==> src/rtl/ring_seq_checker_sat_counter.sv <==
// sat_counter: W-bit up-counter that saturates at all-ones.
//   clk, rstn : clock, synchronous active-low reset (clears to 0)
//   inc       : add one this cycle (ignored once at all-ones)
//   clr       : clear to 0; wins over inc
//   q         : registered count
module sat_counter #(
    parameter int W = 8
) (
    input  logic         clk,
    input  logic         rstn,
    input  logic         inc,
    input  logic         clr,
    output logic [W-1:0] q
);

    logic [W-1:0] cnt_q;
    logic [W-1:0] cnt_d;

    always_comb begin
        cnt_d = cnt_q;
        if (clr) begin
            cnt_d = '0;
        end else if (inc && (cnt_q != {W{1'b1}})) begin
            cnt_d = cnt_q + W'(1);
        end
    end

    always_ff @(posedge clk) begin
        if (!rstn) begin
            cnt_q <= '0;
        end else begin
            cnt_q <= cnt_d;
        end
    end

    assign q = cnt_q;

endmodule

==> config.mk <==
export PLATFORM = sky130hd
export DESIGN_NAME = sat_counter
export DESIGN_NICKNAME = d
export VERILOG_FILES = /design/src/rtl/ring_seq_checker_sat_counter.sv
export SDC_FILE = /design/constraint.sdc
export NUM_CORES = 1
export LEC_CHECK = 0
export ABC_CLOCK_PERIOD_IN_PS = 3500
export BUFFER_PORTS_ARGS = -buffer_cell sky130_fd_sc_hd__buf_2
export CAP_MARGIN = 0
export CORE_AREA = 10 10 47 49
export DETAILED_ROUTE_END_ITERATION = 12
export DIE_AREA = 0 0 57 59
export PLACE_DENSITY_LB_ADDON = 0.05
export SLEW_MARGIN = 20
export SYNTH_ARGS = -nofsm -noshare
export SYNTH_HDL_FRONTEND = slang
export SYNTH_SLANG_ARGS = --single-unit
==> constraint.sdc <==
create_clock -name clk -period 3.5 [get_ports clk]
set_input_delay 0.175 -clock clk [delete_from_list [all_inputs] [get_ports clk]]
set_output_delay 0.175 -clock clk [all_outputs]
set_load 0.005 [all_outputs]
==> impl_metrics.json <==
{
  "cts_tree": "yes",
  "instances_no_fill": 76,
  "viasPerCell": 5.18,
  "run_status": "finished clean",
  "n_antenna_cell": 0,
  "dp_hpwl_um": 815,
  "initial_core_util_pct": 30.1,
  "drtPass1Iterations": 2,
  "min_from": "rstn",
  "ctsHoldBuffers": 0,
  "synthCells": 46,
  "final_nets": 67,
  "die_width_um": 57,
  "clk_path_buf_depth": 2,
  "clock_sinks": 8,
  "cts_setup_buffers": 0,
  "irDropWorstVdd_mv": 0.147,
  "cp.required_ps": 3690,
  "p_sw_share_pct": 23.4,
  "synth_seq_cells": 8,
  "grt_max_degree": 10,
  "drtAntennaViolNets": 0,
  "min_to": "q[7]",
  "antenna_found_initial": 0,
  "wl_per_cell_um": 14.0,
  "power_uw": 177,
  "final_common_cell": "buf_2",
  "slew_headroom_pct": 66.6,
  "intPower_uw": 136,
  "hold_viol": 0,
  "drt_iter0_drc": 5,
  "worstPathCellList": "ha_1 > and4_4 > a211oi_2 > mux2i_1",
  "slowest_stage": "dfxtp_1",
  "worstMarginPinSlew_ps": 500,
  "synth_area_um2": 422,
  "synth.area.top_cells": "dfxtp_1 (38%), and4_1 (8.3%), mux2i_1 (7.1%)",
  "cts_made_buffers": 3,
  "rr_endpoint": "q[5]",
  "dp_slack_ps": 2180,
  "tns_ps": 0,
  "core-area_mm2": 0.00140,
  "final_cell_mix": "buf_2 (11), dfxtp_1 (8), a21oi_1 (5), nand2_1 (5), and4_1 (4)",
  "worstHoldPathCells": 3,
  "post_cts_resized": 0,
  "synth_cell_types": 19,
  "hp-class": "input pin to flop",
  "synth-seq-area-share_pct": 38.0,
  "largest_reg_flops": 8,
  "grt_pass1_vias": 393,
  "dpl.cell_count": 73,
  "critical-path-max-stage-delay_ps": 350,
  "wl_um": 1070,
  "skew_ps": 1.17,
  "rr_startpoint": "q[0]",
  "synth_area_per_cell_um2": 9.17,
  "sequentialPowerShare_pct": 52.5,
  "maxCapViolCount": 0,
  "p_comb_share_pct": 5.3,
  "min_period_ps": 1330,
  "cts_root_buffer": "clkbuf_4",
  "clock.fmax_mhz": 752,
  "switching_power_uw": 41.4,
  "boundaryPins": 12,
  "drive_above_1_share_pct": 30.0,
  "fillers": 161,
  "reg2reg_slack_ps": 2170,
  "synth.top_cell.area_share_pct": 38.0,
  "maxSlewViolCount": 0,
  "yosys_warnings": 0,
  "criticalPathCategory": "flop to flop",
  "powerDensity_mw_per_mm2": 341,
  "setup_viol": 0,
  "vias": 394,
  "gr-total-overflow": 0,
  "power_leakage_nw": 0.224,
  "p_clk_share_pct": 42.3,
  "arrival_ps": 1520,
  "syn_to_final_growth_pct": 23.1,
  "die_h_um": 59,
  "clk_pin_slew_ps": 60,
  "track_usage_pct": 6.81,
  "setup.worst_path.start_class": "flop",
  "synth_area_leader_cell": "dfxtp_1",
  "place_congestion": 0.722,
  "r2r_cells": 4,
  "fin_crit_sh_pct": 38.0,
  "dieArea_mm2": 0.00336,
  "clock_latency_ps": 260,
  "path_max_fanout": 6,
  "htree_levels": 1,
  "fin_ws_ps": 2170,
  "synthesis.nets": 51,
  "fin_util_pct": 37.1,
  "drc": 0,
  "grt_pass1_wl_um": 1810,
  "port_buffers": 11,
  "rsz0062_at_grt": "no",
  "end_kind": "flop",
  "num_rows": 14
}
[logic make-up after synthesis]
family	synth area share, %
AO/OA/AOI/OAI	19.0
AND/OR/NAND/NOR	32.9
flip-flops	38.0
adder cells (fa/ha/maj)	2.97
multiplexers	7.12
[cell usage after synthesis (all sizes together)]
cell type and number:
dfxtp 8, a21oi 5, and4 5, nand2 5
nor2b 4, mux2i 3, nand2b 3, a31oi 2
nor3 2, o21ai 2, a211oi 1, a21boi 1
a311oi 1, and3 1, ha 1, nand3 1
nand4 1
[critical path, delay by kind of cell, from the launching register on]
kind                     cells  cell delay [ps]
AND/OR/NAND/NOR              1              230
multiplexers                 1              190
flip-flops                   1              350
AO/OA/AOI/OAI                1              240
adder cells (fa/ha/maj)      1              260
[per-layer routing]
| metal | global-route usage, % | share of wire, % |
|---|---|---|
| met1 | 7.54 | 46 |
| met2 | 9.77 | 43 |
| met3 | 5.36 | 10 |
| met4 | 2.01 | 0.94 |
| met5 | 0 | 0 |
[cell type report]
class	instances	area [um2]	share of cell area, %
Sequential cell	8	160	30.8
Clock buffer	3	22.5	4.34
Multi-Input combinational cell	38	262	50.4
Tap cell	16	20.0	3.86
Timing Repair Buffer	11	55.1	10.6
[worst max-delay path by stage]
stage | startpoint | endpoint | slack [ps] | cells after the start
2_1_floorplan | q[0] | q[5] | 2250 | 4
3_3_place_gp | q[0] | q[5] | 2220 | 4
3_5_place_dp | q[0] | q[5] | 2180 | 4
4_1_cts | q[0] | q[5] | 2170 | 4
5_1_grt | q[0] | q[5] | 2080 | 4
6_report | q[0] | q[5] | 2170 | 4
[power groups by stage]
stage	Clock (mW)	Combinational (mW)	Sequential [mW]
2_1_floorplan	0	0.00491	0.0948
4_1_cts	0.0761	0.00958	0.0928
3_3_place_gp	0	0.00955	0.0948
3_5_place_dp	0	0.00951	0.0949
5_1_grt	0.0800	0.0108	0.0930
6_report	0.0749	0.00935	0.0929
[per-stage QoR]
stage	hold WS [ps]	instance area [um2]
finish	276	519
global route	281	519
CTS	274	519
detailed placement	500	497
global placement	505	497
floorplan	358	422
Note: power is estimated with default switching activity, not from simulation.
